--- src/rtl/serial_adder_pkg.sv ---
// Shared definitions for the bit-serial adder: FSM state encoding.
package serial_adder_pkg;

    typedef enum logic [1:0] {
        S_IDLE = 2'd0,
        S_RUN  = 2'd1,
        S_DONE = 2'd2
    } state_t;

endpackage

--- src/rtl/full_adder.sv ---
// One-bit full adder cell used as the bit-slice of the serial adder.
module full_adder (
    input  logic a,
    input  logic b,
    input  logic cin,
    output logic s,
    output logic cout
);

    assign s    = a ^ b ^ cin;
    assign cout = (a & b) | (cin & (a ^ b));

endmodule

--- src/rtl/serial_adder.sv ---
// Bit-serial WIDTH-bit adder: one full_adder cell, LSB first, result after WIDTH RUN cycles.
module serial_adder
    import serial_adder_pkg::*;
#(
    parameter int WIDTH = 8
) (
    input  logic             clk,
    input  logic             rst,
    input  logic             start,
    input  logic [WIDTH-1:0] a,
    input  logic [WIDTH-1:0] b,
    input  logic             cin,
    output logic             busy,
    output logic             done,
    output logic [WIDTH-1:0] sum,
    output logic             cout
);

    localparam int CNT_W = $clog2(WIDTH);
    localparam logic [CNT_W-1:0] LAST_BIT = CNT_W'(WIDTH - 1);

    state_t           state;
    state_t           state_next;
    logic [WIDTH-1:0] sh_a;
    logic [WIDTH-1:0] sh_b;
    logic [WIDTH-1:0] sh_sum;
    logic [WIDTH-1:0] sum_next;
    logic             carry;
    logic [CNT_W-1:0] cnt;
    logic             fa_s;
    logic             fa_cout;
    logic             accept;
    logic             last_bit;

    full_adder u_fa (
        .a    (sh_a[0]),
        .b    (sh_b[0]),
        .cin  (carry),
        .s    (fa_s),
        .cout (fa_cout)
    );

    // New sum bit enters at the MSB so that after WIDTH shifts bit 0 lands in place.
    assign sum_next = {fa_s, {(WIDTH-1){1'b0}}} | (sh_sum >> 1);
    assign accept   = start && (state != S_RUN);
    assign last_bit = (state == S_RUN) && (cnt == LAST_BIT);

    always_ff @(posedge clk) begin
        if (rst) begin
            state <= S_IDLE;
        end else begin
            state <= state_next;
        end
    end

    always_comb begin
        state_next = state;
        case (state)
            S_IDLE:  if (start) state_next = S_RUN;
            S_RUN:   if (cnt == LAST_BIT) state_next = S_DONE;
            S_DONE:  state_next = start ? S_RUN : S_IDLE;
            default: state_next = S_IDLE;
        endcase
    end

    always_comb begin
        busy = (state == S_RUN);
        done = (state == S_DONE);
    end

    always_ff @(posedge clk) begin
        if (rst) begin
            sh_a   <= '0;
            sh_b   <= '0;
            sh_sum <= '0;
            carry  <= 1'b0;
            cnt    <= '0;
            sum    <= '0;
            cout   <= 1'b0;
        end else if (accept) begin
            sh_a  <= a;
            sh_b  <= b;
            carry <= cin;
            cnt   <= '0;
        end else if (state == S_RUN) begin
            sh_a   <= sh_a >> 1;
            sh_b   <= sh_b >> 1;
            sh_sum <= sum_next;
            carry  <= fa_cout;
            cnt    <= cnt + 1'b1;
            if (last_bit) begin
                sum  <= sum_next;
                cout <= fa_cout;
            end
        end
    end

endmodule
--- config.mk ---
export PLATFORM = sky130hd
export DESIGN_NAME = serial_adder
export DESIGN_NICKNAME = d
export VERILOG_FILES = /design/src/rtl/serial_adder_pkg.sv /design/src/rtl/full_adder.sv /design/src/rtl/serial_adder.sv
export SDC_FILE = /design/constraint.sdc
export NUM_CORES = 1
export LEC_CHECK = 0
export ABC_AREA = 1
export CAP_MARGIN = 20
export CORE_MARGIN = 3
export CORE_UTILIZATION = 57
export CTS_BUF_LIST = sky130_fd_sc_hd__clkbuf_4 sky130_fd_sc_hd__clkbuf_8
export DETAILED_ROUTE_END_ITERATION = 12
export MAX_ROUTING_LAYER = met4
export PLACE_DENSITY = 0.87
export REMOVE_ABC_BUFFERS = 1
export SYNTH_ARGS = -nofsm -noshare
export SYNTH_HDL_FRONTEND = slang
export SYNTH_SLANG_ARGS = --single-unit
--- constraint.sdc ---
create_clock -name clk -period 2.55 [get_ports clk]
set_clock_uncertainty 0.05 [all_clocks]
set_input_delay 0.51 -clock clk [delete_from_list [all_inputs] [get_ports clk]]
set_output_delay 0.51 -clock clk [all_outputs]
set_load 0.01 [all_outputs]
==> flow_summary.yaml, run 1 <==
run_status:
  result_of_the_run: "completed"
yosys:
  synth-edff-count: 0
  asyncSetResetFlopFracSynth: 0
  postSynthCellCount: 222
  post_synth_num_cell_types: 18
  synth_xor_xnor_area_share: 0.00538
  synth_compound_area_frac: 0.0523
  synth.avg_cell_area_sq_um: 7.33
  synth_common_cells: "nand3_1 (52), nand2_1 (48), dfxtp_1 (38), nor2_1 (25), inv_1 (21)"
  yosys.area_share.adder: 0.0277
  dominantRegCellSynth: "dfxtp_1"
  syn-cell-area_sq_mm: 0.00163
  yosys_register_bits: 38
  netlist.top_cell.by_area: "dfxtp_1"
  synth_largest_type_area_fraction: 0.468
  synthTopCellsByArea: "dfxtp_1 (47%), nand3_1 (16%), nand2_1 (11%)"
  yosys-mux-area-fraction: 0
  synth_sequential_area_ratio: 0.468
  dominant_combinational_cell_family_by_area_after_synthesis: "simple AND/OR/NAND/NOR gates"
  yosysMostFrequentCell: "nand3_1"
  ys_warn_count: 0
  synthSimpleGateAreaFrac: 0.350
sta:
  tightest_slew_ns: 0.733
  tns_ns: 0
  finalCritPeriodShare: 0.804
  maxSlewViolCount: 0
  maxSlewHeadroom: 0.509
  grt_setup_unrepaired: "no"
  post-route-min-period_ns: 2.05
  postLayoutSetupSlackWorst_ns: 0.500
  highest_clock_rate_mhz: 488
  setup_viol: 0
  final_hold_viol_count: 0
worst_setup_path:
  worst-r2r-setup-slack_ns: 0.89
  critical_path.startpoint_type: "flop"
  arrival_ns: 1.49
  rr_startpoint: "state[1]$_SDFFE_PP0P_"
  criticalPathCategory: "reg2out"
  worstPathMaxFanout: 2
  critPathRequiredTime_ns: 1.99
  timing.critical_path.from: "state[1]$_SDFFE_PP0P_"
  timing.critical_path.to_type: "output pin"
clock_network:
  tritoncts: "yes"
  worstSkewPairLatency_ns: 0.34
  post_cts_resized: 0
  h-tree-depth: 2
  clockBufferDepth: 2
  cts_inserted_buffers: 5
  clk_pin_slew_worst_paths_ns: 0.11
  post-cts-setup-buffer-count: 0
  cts_num_sinks: 38
  holdBufCountCts: 0
  cts.root.buffer_cell: "clkbuf_4"
worst_hold_path:
  min-delay-start: "sh_sum[2]$_SDFFE_PP0P_"
  kind_of_path_behind_the_tightest_hold_check: "reg2reg"
floorplan:
  floorplan.core_area_sq_mm: 0.00259
  floorplan.die_area_sq_mm: 0.00353
  die-height_um: 59.4
  io-pin-count: 31
  initial_utilization: 0.628
  rows: 18
  die_x_um: 59.4
global_route:
  grt_pass1_vias: 1262
  total_gr_overflow: 0
  global_route.usage.total: 0.207
  grt_antenna_before_repair: 0
  grt_first_pass_wirelength_mm: 5.33
  maximum_number_of_pins_on_one_net_before_global_route_repair: 44
power:
  clock_power_share: 0.298
  seq_power_share: 0.569
  total_leakage_power_nw: 0.954
  combPwrFrac: 0.133
  p_per_area_mw_per_mm2: 567
  power.switching_w: 0.000291
  internal_power_w: 0.000834
  vdd_drop_max_mv: 0.454
  net_switching_fraction_of_the_power: 0.258
drt:
  wl_per_cell_um: 11.5
  detail_route.first_pass.iterations: 4
  detail_route.wirelength_mm: 3.24
  drt_iter0_markers: 76
  antenna_left: 0
  vias_per_cell: 5.18
  total_number_of_vias: 1460
  route.detailed.drc: 0
final_layout:
  flow.area_growth_from_synthesis_pct: 21.9
  antenna_cells: 0
  postLayoutCellArea_sq_mm: 0.00198
  drive_gt1_frac: 0.0675
  final_nets: 274
place:
  place_congestion: 0.751
  place_area_sq_mm: 0.00192
  preCtsSetupSlack_ns: 0.637
  port_buffers: 30
  post-dp-hpwl_mm: 2.21
flow_run:
  cap_viol_max_count: 0
-- layer usage --
metal / part of all wire / global-route usage / vias up
met5: 0 / - / -
met4: 0.016 / 0.0971 / 0
met3: 0.046 / 0.0458 / 5
met2: 0.46 / 0.323 / 34
met1: 0.48 / 0.254 / 658
li1: - / - / 763
-- final cells by class --
| class | instances | area (sq um) |
|---|---|---|
| Sequential cell | 38 | 761 |
| Multi-Input combinational cell | 150 | 708 |
| Fill cell | 207 | 607 |
| Timing Repair Buffer | 34 | 330 |
| Inverter | 22 | 82.6 |
| Clock buffer | 7 | 58.8 |
| Tap cell | 30 | 37.5 |
| Clock inverter | 1 | 5.00 |
-- stage by stage --
| stage | hold WS [ns] | cells | utilization | total power (W) |
|---|---|---|---|---|
| 2_1_floorplan | 0.383 | 210 | - | 0.000736 |
| 3_3_place_gp | 0.401 | 274 | 0.741 | 0.000799 |
| 3_5_place_dp | 0.407 | 274 | 0.741 | 0.000804 |
| 4_1_cts | 0.421 | 282 | 0.766 | 0.00113 |
| 5_1_grt | 0.446 | 282 | 0.766 | 0.00117 |
| 6_report | 0.420 | 282 | 0.766 | 0.00112 |
-- worst max-delay path, stage by stage (launching register included) --
cell	delay, ns
dfxtp_1	0.39
inv_1	0.09
nor2_1	0.12
clkdlybuf4s50_1	0.55
-- path summary, 6_finish.rpt --
| kind | end | cells past startpoint |
|---|---|---|
| max | done | 3 |
| min | sum[1]$_SDFFE_PP0P_ | 2 |
| max reg2reg | sum[3]$_SDFFE_PP0P_ | 7 |
| min reg2reg | sum[1]$_SDFFE_PP0P_ | 2 |
-- sequential cells by signal, indices dropped and copies added (netlist names) --
| name | cells |
|---|---|
| state | 2 |
| sum | 8 |
| cnt | 3 |
| sh_sum | 7 |
| sh_b | 8 |
| cout | 1 |
| carry | 1 |
| sh_a | 8 |
-- logic make-up (layout without fill, tap and decap cells) --
family,Yosys count,after routing
xor+xnor,1,1
flops,38,38
buf+inv,34,64
fa+ha+maj,3,3
compound gates,17,17
simple gates,129,129
-- placed cells by master, fill, tap and decap left out --
cell type        count
a21oi_1              5
buf_4                4
clkbuf_4             6
clkbuf_8             1
clkdlybuf4s50_1     30
clkinv_2             1
dfxtp_1             38
fa_1                 1
ha_1                 2
inv_1               21
inv_2                1
nand2_1             48
nand2_2              2
nand3_1             52
nor2_1              25
nor2_4               2
o21ai_0             12
xor2_1               1
-- power by group through the flow --
stage | combinational, W | sequential [W] | clock [W]
finish | 0.000150 | 0.000640 | 0.000334
detailed placement | 0.000150 | 0.000654 | 0
CTS | 0.000151 | 0.000640 | 0.000337
floorplan | 0.0000860 | 0.000650 | 0
global placement | 0.000147 | 0.000652 | 0
global route | 0.000169 | 0.000644 | 0.000360
(Power assumes the default switching activity.)
==> run 2: changes to the inputs <==
--- a/config.mk
+++ b/config.mk
@@ -8,11 +8,11 @@
 export ABC_AREA = 1
 export CAP_MARGIN = 20
 export CORE_MARGIN = 3
-export CORE_UTILIZATION = 57
+export CORE_UTILIZATION = 48
 export CTS_BUF_LIST = sky130_fd_sc_hd__clkbuf_4 sky130_fd_sc_hd__clkbuf_8
 export DETAILED_ROUTE_END_ITERATION = 12
 export MAX_ROUTING_LAYER = met4
-export PLACE_DENSITY = 0.87
+export PLACE_DENSITY = 0.79
 export REMOVE_ABC_BUFFERS = 1
 export SYNTH_ARGS = -nofsm -noshare
 export SYNTH_HDL_FRONTEND = slang
==> constraint.sdc (replaced) <==
create_clock -name clk -period 1.7 [get_ports clk]
set_clock_uncertainty 0.05 [all_clocks]
set_input_delay 0.34 -clock clk [delete_from_list [all_inputs] [get_ports clk]]
set_output_delay 0.34 -clock clk [all_outputs]
set_load 0.01 [all_outputs]
==> run 2 against run 1 <==
  * Wire length is 3.7% lower
  * Largest power group unchanged
  * Count of clock-buffer cells in the layout is 1 higher
  * Power is 56% higher
  * Critical path depth fell by 2
  * Clock power increased by 69%
  * Via count hardly changed
  * Combinational power rose by 53%
  * Cell count increased by 6.4%
  * Highest routed layer unchanged
==> flow_summary.yaml, run 2 (synthesis gave the netlist of run 1 again) <==
run_status:
  result_of_the_run: "completed"
worst_setup_path:
  timing.critical_path.cells: "clkdlybuf4s50_1"
  crit_path_largest_cell_delay_ns: 0.54
  timing.critical_path.to_type: "output pin"
  worstPathMaxFanout: 2
  criticalPathCategory: "reg2out"
  worst_path_dominant_cell_family: "buffers and inverters"
  critical_path.startpoint_type: "flop"
  worstPathBufferInverterCount: 1
  slowest_stage: "clkdlybuf4s50_1"
  arrival_ns: 1.21
  critPathRequiredTime_ns: 1.31
flow_run:
  cap_viol_max_count: 0
global_route:
  grt_first_pass_wirelength_mm: 5.78
  total_gr_overflow: 0
  global_route.usage.total: 0.178
  maximum_number_of_pins_on_one_net_before_global_route_repair: 28
  grt_antenna_before_repair: 0
  grt_pass1_vias: 1361
final_layout:
  area_of_the_multi_input_gates_sq_um: 708
  register_area_sq_um: 762
  largest_registers: "sh_a x8, sh_b x8, sum x8"
  final_cell_mix: "nand3_1 (52), nand2_1 (48), dfxtp_1 (37)"
  drive_gt1_frac: 0.0859
  filler_cell_count: 307
  final_nets: 278
  flow.area_growth_from_synthesis_pct: 25.7
  layout.cells.most_common: "nand3_1"
  antenna_cells: 0
drt:
  detail_route.wirelength_mm: 3.12
  route.detailed.drc: 0
  drt_iter0_markers: 78
  wl_per_cell_um: 10.4
  detail_route.first_pass.iterations: 4
  total_number_of_vias: 1459
  vias_per_cell: 4.86
  antenna_left: 0
sta:
  finalCritPeriodShare: 0.943
  maxSlewViolCount: 0
  grt_setup_unrepaired: "no"
  highest_clock_rate_mhz: 624
  setup_viol: 0
  finalHoldWorstSlack_ns: 0.420
  tns_ns: 0
  final_hold_viol_count: 0
  maxSlewHeadroom: 0.807
  tightest_slew_ns: 0.286
  post-route-min-period_ns: 1.60
clock_network:
  cts_num_sinks: 38
  h-tree-depth: 2
  clockBufferDepth: 2
  clk_pin_slew_worst_paths_ns: 0.11
  tritoncts: "yes"
  cts.root.buffer_cell: "clkbuf_4"
  worstSkewPairLatency_ns: 0.33
  cts_inserted_buffers: 5
floorplan:
  rows: 20
  io-pin-count: 31
  die_x_um: 64.2
  die-height_um: 64.2
  floorplan.die_area_sq_mm: 0.00412
  floorplan.core_area_sq_mm: 0.00315
  initial_utilization: 0.516
power:
  clock_power_share: 0.322
  overall_power_after_layout_w: 0.00175
  total_leakage_power_nw: 0.987
  internal_power_w: 0.00132
  net_switching_fraction_of_the_power: 0.246
  vdd_drop_max_mv: 0.484
  seq_power_share: 0.548
  combPwrFrac: 0.131
  p_per_area_mw_per_mm2: 858
  power.switching_w: 0.000431
worst_hold_path:
  kind_of_path_behind_the_tightest_hold_check: "reg2reg"
place:
  post-dp-hpwl_mm: 2.22
  port_buffers: 30
  place_congestion: 0.789
[run 2: changes by cell type in the layout (fill, tap and decap cells not counted)]
cell	before	now
buf_4	4	8
dfxtp_1	38	37
dfxtp_2	0	1
dlygate4sd2_1	0	2
clkbuf_4	6	5
clkdlybuf4s50_1	30	28
clkbuf_8	1	3
clkinv_2	1	0
[run 2: layer usage]
metal	wire (um)	up-vias	global-route usage
met5	0	-	-
met4	13	0	0.0633
met1	1510	648	0.214
met3	136	2	0.0422
met2	1450	35	0.290
li1	-	774	-
[run 2: cell type report]
type,count,share of cell area
clock buffers,8,0.0386
inverters,22,0.0404
multi-input cells,150,0.346
flip-flops and latches,38,0.373
well taps,44,0.0269
repair buffers,38,0.175
[run 2: worst reg2reg max path, delay by kind of cell (launching register included)]
| kind | cells | cell delay, ns |
|---|---|---|
| flops | 1 | 0.37 |
| simple gates | 4 | 0.35 |
| fa+ha+maj | 2 | 0.29 |
| buf+inv | 2 | 0.23 |
[run 2: per-stage QoR]
stage          setup slack [ns]  instances  utilization  instance area (sq um)
2_1_floorplan             0.352        210            -                   1550
3_3_place_gp              0.213        292        0.624                   1970
3_5_place_dp              0.187        292        0.624                   1970
4_1_cts                  0.0672        300        0.648                   2040
5_1_grt                  0.0199        300        0.648                   2040
6_report                 0.0973        300        0.648                   2040
[run 2: timing repair]
action / 4_1_cts / 5_1_grt
hold buffers: 0 / 0
setup endpoints to repair: 2 / 0
resized for setup: 3 / 0
setup buffers: 0 / 0
[run 2: power groups by stage]
stage	combinational [W]	clock (W)	sequential (W)
6_report	0.000229	0.000564	0.000961
3_3_place_gp	0.000228	0	0.000980
5_1_grt	0.000265	0.000614	0.000967
3_5_place_dp	0.000232	0	0.000981
2_1_floorplan	0.000129	0	0.000975
4_1_cts	0.000231	0.000584	0.000961
[run 2: final timing paths]
path / from / endpoint / slack, ns / cells after the start
hold reg to reg: sh_b[7]$_SDFFE_PP0P_ / sh_b[7]$_SDFFE_PP0P_ / 0.42 / 2
setup / recovery: cout$_SDFFE_PP0P_ / cout / 0.1 / 1
setup reg to reg: cnt[0]$_SDFFE_PP0N_ / sum[2]$_SDFFE_PP0P_ / 0.36 / 8
hold / removal: sh_b[7]$_SDFFE_PP0P_ / sh_b[7]$_SDFFE_PP0P_ / 0.42 / 2
